**config.mk**
```make
export PLATFORM = sky130hd
export DESIGN_NAME = branch_predictor
export DESIGN_NICKNAME = d
export VERILOG_FILES = /design/src/rtl/riscv_pkg.sv /design/src/rtl/bht_table.sv /design/src/rtl/branch_predictor.sv
export SDC_FILE = /design/constraint.sdc
export NUM_CORES = 1
export LEC_CHECK = 0
export CAP_MARGIN = 5
export CORE_ASPECT_RATIO = 1.1
export CORE_MARGIN = 5
export CORE_UTILIZATION = 56
export DETAILED_ROUTE_END_ITERATION = 10
export GPL_TIMING_DRIVEN = 0
export PLACE_DENSITY = 0.85
export SYNTH_ARGS = -nofsm -noshare
export SYNTH_HDL_FRONTEND = slang
export SYNTH_SLANG_ARGS = --single-unit
```
**constraint.sdc**
```tcl
create_clock -name CLK -period 7.18 [get_ports CLK]
set_clock_uncertainty 0.2 [all_clocks]
set_input_delay 2.154 -clock CLK [delete_from_list [all_inputs] [get_ports CLK]]
set_output_delay 2.154 -clock CLK [all_outputs]
set_load 0.005 [all_outputs]
```
**src/rtl/riscv_pkg.sv**
```systemverilog
// Shared RV32I definitions for the beq predictor: opcodes, 2-bit BHT
// counter encoding and the saturating counter transition function.
package riscv_pkg;

  localparam logic [6:0] beq_op  = 7'b1100011;
  localparam logic [6:0] arit_op = 7'b0110011;
  localparam logic [6:0] sw_op   = 7'b0100011;
  localparam logic [6:0] lw_op   = 7'b0000011;

  typedef enum logic [1:0] {
    SNT = 2'b00,
    WNT = 2'b01,
    WT  = 2'b10,
    ST  = 2'b11
  } bht_state_t;

  // Saturating 2-bit counter step toward the resolved direction.
  function automatic bht_state_t bht_next(input bht_state_t state, input logic taken);
    bht_state_t nxt;
    nxt = state;
    unique case (state)
      SNT: nxt = taken ? WNT : SNT;
      WNT: nxt = taken ? WT  : SNT;
      WT:  nxt = taken ? ST  : WNT;
      ST:  nxt = taken ? ST  : WT;
      default: nxt = state;
    endcase
    return nxt;
  endfunction

endpackage

```
**src/rtl/bht_table.sv**
```systemverilog
// Branch history table: 2**IDX_W two-bit saturating counters.
// Ports:
//   i_clk, i_rst_n       clock, async active-low reset (all entries -> INIT_STATE)
//   i_rd_idx / o_rd_state combinational lookup
//   i_wr_en, i_wr_idx,    synchronous counter update toward i_wr_taken
//   i_wr_taken
module bht_table
  import riscv_pkg::*;
#(
  parameter int unsigned IDX_W      = 6,
  parameter bht_state_t  INIT_STATE = WNT
) (
  input  logic             i_clk,
  input  logic             i_rst_n,
  input  logic [IDX_W-1:0] i_rd_idx,
  output bht_state_t       o_rd_state,
  input  logic             i_wr_en,
  input  logic [IDX_W-1:0] i_wr_idx,
  input  logic             i_wr_taken
);

  localparam int unsigned DEPTH = 2 ** IDX_W;

  bht_state_t r_bht [DEPTH];

  // Read returns the stored value; an update in the same cycle lands only at the edge.
  assign o_rd_state = r_bht[i_rd_idx];

  // Counter storage with read-modify-write update of one entry per cycle.
  always_ff @(posedge i_clk or negedge i_rst_n) begin
    if (!i_rst_n) begin
      for (int i = 0; i < int'(DEPTH); i++) begin
        r_bht[i] <= INIT_STATE;
      end
    end else if (i_wr_en) begin
      r_bht[i_wr_idx] <= bht_next(r_bht[i_wr_idx], i_wr_taken);
    end
  end

endmodule

```
**src/rtl/branch_predictor.sv**
```systemverilog
// Dynamic beq predictor for the 5-stage RV32I pipeline. Predicts in ID from
// a PC-indexed BHT, resolves in EX against the ALU outcome, and keeps its own
// ID->EX shadow stage that honours STALL and self-flushes on mispredict.
// Ports:
//   CLK, RST_N                         clock, async active-low reset
//   STALL                              load-use bubble request from hazard unit
//   OP_CODE_ID, PC_ID, IMM_ID          instruction currently in ID
//   PRED_TAKEN, PRED_TARGET            combinational ID prediction
//   BR_TAKEN_EX                        actual beq outcome in EX
//   BEQ_WRONG_PRED, CORRECT_PC         combinational mispredict + redirect PC
//   BR_COUNT, MISS_COUNT               saturating statistics
module branch_predictor
  import riscv_pkg::*;
#(
  parameter int unsigned XLEN       = 32,
  parameter int unsigned IDX_W      = 6,
  parameter bht_state_t  INIT_STATE = WNT
) (
  input  logic            CLK,
  input  logic            RST_N,
  input  logic            STALL,
  input  logic [6:0]      OP_CODE_ID,
  input  logic [XLEN-1:0] PC_ID,
  input  logic [XLEN-1:0] IMM_ID,
  output logic            PRED_TAKEN,
  output logic [XLEN-1:0] PRED_TARGET,
  input  logic            BR_TAKEN_EX,
  output logic            BEQ_WRONG_PRED,
  output logic [XLEN-1:0] CORRECT_PC,
  output logic [31:0]     BR_COUNT,
  output logic [31:0]     MISS_COUNT
);

  localparam int unsigned CNT_W = 32;

  logic             w_is_beq_id;
  logic [IDX_W-1:0] w_idx_id;
  logic [IDX_W-1:0] w_idx_ex;
  bht_state_t       w_state_id;

  logic             r_vld_ex;
  logic             r_taken_ex;
  logic [XLEN-1:0]  r_pc_ex;
  logic [XLEN-1:0]  r_target_ex;
  logic [CNT_W-1:0] r_br_count;
  logic [CNT_W-1:0] r_miss_count;

  // Word-aligned PC bits select the counter; upper PC bits alias by design.
  assign w_idx_id    = PC_ID[IDX_W+1:2];
  assign w_idx_ex    = r_pc_ex[IDX_W+1:2];
  assign w_is_beq_id = (OP_CODE_ID == beq_op);

  bht_table #(
    .IDX_W      (IDX_W),
    .INIT_STATE (INIT_STATE)
  ) u_bht (
    .i_clk      (CLK),
    .i_rst_n    (RST_N),
    .i_rd_idx   (w_idx_id),
    .o_rd_state (w_state_id),
    .i_wr_en    (r_vld_ex),
    .i_wr_idx   (w_idx_ex),
    .i_wr_taken (BR_TAKEN_EX)
  );

  // ID prediction: counter MSB is the taken/not-taken decision.
  assign PRED_TAKEN  = w_is_beq_id & w_state_id[1];
  assign PRED_TARGET = PC_ID + IMM_ID;

  // EX resolution against the direction that was predicted in ID.
  assign BEQ_WRONG_PRED = r_vld_ex & (BR_TAKEN_EX != r_taken_ex);
  assign CORRECT_PC     = BR_TAKEN_EX ? r_target_ex : (r_pc_ex + XLEN'(4));

  // Shadow ID->EX stage; a mispredict flush outranks the stall bubble.
  always_ff @(posedge CLK or negedge RST_N) begin
    if (!RST_N) begin
      r_vld_ex    <= 1'b0;
      r_taken_ex  <= 1'b0;
      r_pc_ex     <= '0;
      r_target_ex <= '0;
    end else if (BEQ_WRONG_PRED || STALL) begin
      r_vld_ex <= 1'b0;
    end else begin
      r_vld_ex    <= w_is_beq_id;
      r_taken_ex  <= PRED_TAKEN;
      r_pc_ex     <= PC_ID;
      r_target_ex <= PRED_TARGET;
    end
  end

  // Saturating resolved-branch and mispredict counters.
  always_ff @(posedge CLK or negedge RST_N) begin
    if (!RST_N) begin
      r_br_count   <= '0;
      r_miss_count <= '0;
    end else if (r_vld_ex) begin
      if (r_br_count != '1) begin
        r_br_count <= r_br_count + CNT_W'(1);
      end
      if (BEQ_WRONG_PRED && (r_miss_count != '1)) begin
        r_miss_count <= r_miss_count + CNT_W'(1);
      end
    end
  end

  assign BR_COUNT   = r_br_count;
  assign MISS_COUNT = r_miss_count;

endmodule

```
## After elaboration in Yosys (flattened, before gate mapping)

Cells that the tools add are included.

- Add/subtract/negate cells: 4
- Order comparisons: 3
- Equal/unequal tests: 7
- Multiplexer cells: 17
- Bitwise logic cells: 4
- Reduce and logical (&&, ||, !) cells: 6

Operator list:

| operator | number |
|---|---|
| $bwmux 128 | 1 |
| $add 32x1->32 const B | 2 |
| $ne 32x32->1 const B | 2 |
| $add 32x3->32 const B | 1 |
| $add 32x32->32 | 1 |
| $mux 32 | 1 |
| $bmux 2 s6 | 2 |
| $mux 2 | 8 |
| $ge 7x7->1 const B | 2 |
| $not 6->7 | 2 |
| $demux 2 s6 | 1 |
| $pmux 2 s4 | 1 |
| $eq 7x7->1 const B | 1 |
| $lt 7x1->1 const B | 1 |
| $eq 2x2->1 const B | 2 |
| $reduce_and 2->1 | 2 |
| $mux 1 | 3 |
| $and 1x1->1 | 2 |
| $eq 2x1->1 const B | 1 |
| $logic_and 1x1->1 | 2 |
| $logic_not 2->1 | 1 |
| $logic_or 1x1->1 | 1 |
| $ne 1x1->1 | 1 |

- Bits in registers: 258
- Input port bits: 75
- Output and inout bits: 130
- Logic and storage cells: 111

## Longest topological paths before layout

- Word-level depth: 8
- Gate-level depth with buffers: 11
- Depth with buffers taken out: 9

## Hierarchy

From an unflattened synthesis, not the netlist that was laid out.

- Cell total of the unflattened synthesis: 1519
- Area total of the unflattened synthesis: 15778.9 um2

Modules (own cells, without submodules):

| module | instances | cells each | area each (um2) | sequential area each (um2) |
|---|---|---|---|---|
| branch_predictor | 1 | 908 | 8106.5 | 3253.1 |
| bht_table | 1 | 611 | 7672.4 | 3283.1 |

## Worst setup path after synthesis

No wires, ideal clock.

- Kind: input port to output port
- Start point: in PC_ID[0]
- End point: out PRED_TARGET[24]
- Arrival: 4282 ps
- Data required time: 4826 ps
- Slack: 544 ps
- Cell stages on the path: 8
- Path buffers: 0
- Path through: ha_1 -> fa_1 -> a21o_1 -> a221oi_1 -> o211ai_1 -> a221oi_1 -> o21ai_0 -> xor2_1

- Word-level cells in the longest chain between the ends: 1

RTL lines:

| item | line | text |
|---|---|---|
| start, declared | branch_predictor.sv:23 | `input logic [XLEN-1:0] PC_ID,` |
| $add 32x32->32 | branch_predictor.sv:68 | `assign PRED_TARGET = PC_ID + IMM_ID;` |
| end, declared | branch_predictor.sv:26 | `output logic [XLEN-1:0] PRED_TARGET,` |

No other way between the ends.

## Worst setup path in the final report

- Start point: reg r_pc_ex[4]
- End point: out CORRECT_PC[31]

- Word-level cells in the longest chain between the ends: 2

RTL lines:

| item | line | text |
|---|---|---|
| start, declared | branch_predictor.sv:43 | `logic [XLEN-1:0] r_pc_ex;` |
| start signal, assigned | branch_predictor.sv:79 | `r_pc_ex <= '0;` |
| start signal, assigned | branch_predictor.sv:86 | `r_pc_ex <= PC_ID;` |
| $add 32x3->32 | branch_predictor.sv:72 | `assign CORRECT_PC = BR_TAKEN_EX ? r_target_ex : (r_pc_ex + XLEN'(4));` |
| $mux 32 | branch_predictor.sv:72 |  |
| end, declared | branch_predictor.sv:29 | `output logic [XLEN-1:0] CORRECT_PC,` |

No other way between the ends.

==> flow_summary_export.csv <==
group,metric,value,unit
setup_path,required,4.83,ns
grt,grt-ovfl-total,0,
detailed_routing,ant_nets,0,
clocking,cts_hold_buf,0,
setup_path,critPathMaxStageDelay,0.59,ns
worst_hold_path,hold-path-cell-count,2,
grt,grt_pass1_vias,13850,
grt,antenna_found_initial,1,
setup_path,cp-start-kind,"register",
final_layout,syn2layout_area_growth,28.8,%
synthesis,yosysSeqAreaShare,44.2,%
sta,min_period,7.24,ns
detailed_routing,drc,0,
clocking,clock_sinks,258,
setup_path,endpoint_kind,"output port",
clocking,cts_made_buffers,28,
outcome,violations,"setup timing",
detailed_routing,dr.pass1.iters,6,
synthesis,synth_edf_count,0,
detailed_routing,first_iter_violations,1478,
setup_path,crit_start,"r_pc_ex[4]",
placed_design,port_buffers,203,
setup_path,path_buf_inv,4,
power_and_ir_drop,leakage,7.96,nW
die,std_cell_rows,62,
placed_design,dpl_cell_area,17300,um2
setup_path,r2r_cells,10,
synthesis,async_flop_share,100,%
synthesis,synth_cell_type_count,71,
clocking,htree_levels,1,
die,core_area,26100,um2
synthesis,synth_nets,1612,
final_layout,drive_above_1_share,20.6,%
setup_path,cp_max_fo,10,
placed_design,gp_congestion,0.986,
flow_run,drv_cap,0,
sta,max_clock_freq,138,MHz
sta,worstMarginPinSlew,1.17,ns
clocking,cts_tree,"yes",
synthesis,synth_area,14800,um2
power_and_ir_drop,p_per_area,204,nW/um2
die,pin_count,205,
sta,setup-violations-final,2,
grt,grt.total_usage,32.2,%
outcome,status,"finished, violations left",
grt,grt_max_degree,91,
die,die_h,180,um
worst_hold_path,hp-start,"r_target_ex[0]",
final_layout,post-route-util,73.0,%
placed_design,hpwl,34.3,mm
setup_path,crit_type,"register to output port",
clocking,ctsRootBufferMaster,"clkbuf_16",
die,die_w,165,um
setup_path,rrSetupSlack,3.11,ns
worst_hold_path,hp-class,"register to register",
worst_hold_path,min_to,"r_target_ex[0]",
synthesis,syn-instance-count,1502,
setup_path,crit_chain,"clkbuf_1 > buf_2 > buf_2 > nand3_1 > nor3_2 > nand3_1 > or4_1 > xor2_1 > o21ai_0 > clkdlybuf4s50_1",
setup_path,r2r_start,"r_pc_ex[4]",
detailed_routing,wirelength,49.4,mm
final_layout,fin_area,19000,um2
die,start_util,56.7,%
sta,finalCritPeriodShare,101,%
synthesis,yosysWarnings,0,
detailed_routing,dr_total_vias,13655,
synthesis,ys_ff_latch,258,
detailed_routing,vias_per_cell,6.38,
setup_path,rr_endpoint,"u_bht.r_bht[11]",
grt,grt_pass1_wl,75.7,mm
sta,rsz0062_at_grt,"yes",
detailed_routing,wire_per_inst,23.1,um
sta,setup_slack,-0.0617,ns
setup_path,cp.arrival,4.89,ns
synthesis,synth_ff_type,"dfrtp_1",
clocking,clock_latency,0.55,ns
final_layout,nNetsFinal,1876,
clocking,cts_buffer_depth,3,
sta,slew_headroom,21.6,%
die,dieArea,29800,um2
sta,maxSlewViolCount,0,
setup_path,path_delay_family,"buffers and inverters",
sta,finalHoldViolCount,0,
synthesis,avgSynthCellArea,9.84,um2
clocking,clk_pin_slew,0.06,ns
setup_path,crit_slowest_cell,"clkdlybuf4s50_1",
power_and_ir_drop,ir_drop,0.000205,V
[area by class of cell]
class	instances	area [um2]
diodes	1	2.50
plain buffers	66	348
clock buffers	42	835
clock inverters	10	129
fillers	1768	7030
inverters	25	93.8
multi-input cells	1146	8320
flip-flops and latches	258	6540
well taps	352	440
repair buffers	241	2340
[where the power goes]
group | switching (W) | internal (W) | leakage (nW)
registers | 0.0000506 | 0.00152 | 2.90
clock network | 0.000597 | 0.000907 | 0.479
logic | 0.000453 | 0.000365 | 4.58
[cell usage after synthesis (all sizes together) (11+ instances only)]
| cell type | count | share of area [%] |
|---|---|---|
| nand2 | 314 | 8.0 |
| dfrtp | 194 | 33 |
| nor2 | 106 | 2.7 |
| o21ai | 91 | 3.1 |
| mux2 | 88 | 6.9 |
| xnor2 | 67 | 4.0 |
| dfstp | 64 | 11 |
| a21oi | 60 | 2.0 |
| xor2 | 48 | 2.8 |
| nand3 | 45 | 1.5 |
| clkbuf | 44 | 1.1 |
| mux4 | 42 | 6.4 |
| nand4 | 37 | 1.6 |
| ha | 34 | 2.9 |
| buf | 29 | 1.2 |
| inv | 24 | 0.61 |
| and3 | 23 | 0.97 |
| nor3 | 19 | 0.64 |
| mux2i | 12 | 0.81 |
| and4 | 11 | 0.65 |
[sequential cells by signal, summed over array words and instances, names as in the netlist]
signal / count
BR_COUNT: 32
r_taken_ex: 1
r_pc_ex: 32
r_vld_ex: 1
u_bht.r_bht: 128
r_target_ex: 32
MISS_COUNT: 32
[logic make-up after synthesis]
kind of cell    synth area share (%)
mux                             14.2
compound gates                  9.56
simple gates                    19.1
xor+xnor                        6.81
fa+ha+maj                       3.18
buf+inv                         2.98
flops                           44.2
[cells in the final DEF (no fill, tap or decap), types with 41 or more instances in the layout]
cell and n:
clkdlybuf4s50_1 152, dfrtp_1 194, dfstp_2 64, nor2_1 104
nand3_1 45, xor2_1 47, xnor2_1 66, mux2_2 78
o21ai_0 84, nand2_1 314, a21oi_1 53, clkbuf_1 41
[worst register-to-register path, cell delays in order (launching register included)]
cell and delay (ns):
dfrtp_1 0.34, clkbuf_1 0.49, buf_1 0.61, mux4_2 0.41, nand2_1 0.14, nand4_1 0.10
o31ai_1 0.28, and4bb_1 0.29, maj3_2 0.35, clkbuf_1 0.50, o21ai_0 0.21
[layer usage]
| layer | global-route usage [%] | vias to the layer above | routed length, um |
|---|---|---|---|
| li1 | - | 5868 | - |
| met1 | 39.2 | 6569 | 17400 |
| met2 | 52.0 | 916 | 23200 |
| met3 | 7.39 | 300 | 5140 |
| met4 | 19.2 | 2 | 3610 |
| met5 | 0 | - | 13 |
[metrics by stage]
step                power [W]  setup slack, ns  instances   TNS, ns  hold slack [ns]
floorplan             0.00194            0.544       1502         0            0.240
global placement      0.00229            -6.89       2057  -1580.36            0.253
detailed placement    0.00231            -1.15       2061    -16.79            0.264
CTS                   0.00385          0.00245       2129         0            0.280
global route          0.00402          -0.0471       2140    -0.143            0.302
finish                0.00389          -0.0617       2141   -0.0785            0.278
[how the worst max path moves through the flow]
| stage | endpoint | slack (ns) | depth (start not counted) |
|---|---|---|---|
| 4_1_cts | PRED_TARGET[31] | 0.002 | 8 |
| 3_3_place_gp | u_bht.r_bht[33] | -6.89 | 1 |
| 6_report | CORRECT_PC[31] | -0.06 | 10 |
| 5_1_grt | PRED_TARGET[28] | -0.05 | 10 |
| 2_1_floorplan | PRED_TARGET[24] | 0.54 | 8 |
| 3_5_place_dp | PRED_TARGET[24] | -1.15 | 10 |
[repair_timing]
| action | in CTS | in global routing |
|---|---|---|
| gates resized for setup | 129 | 38 |
| buffers inserted | 22 | 12 |
| pin swaps | 40 | 29 |
| setup endpoints to repair | 28 | 17 |
No activity file was read; power rests on OpenSTA's default activity.
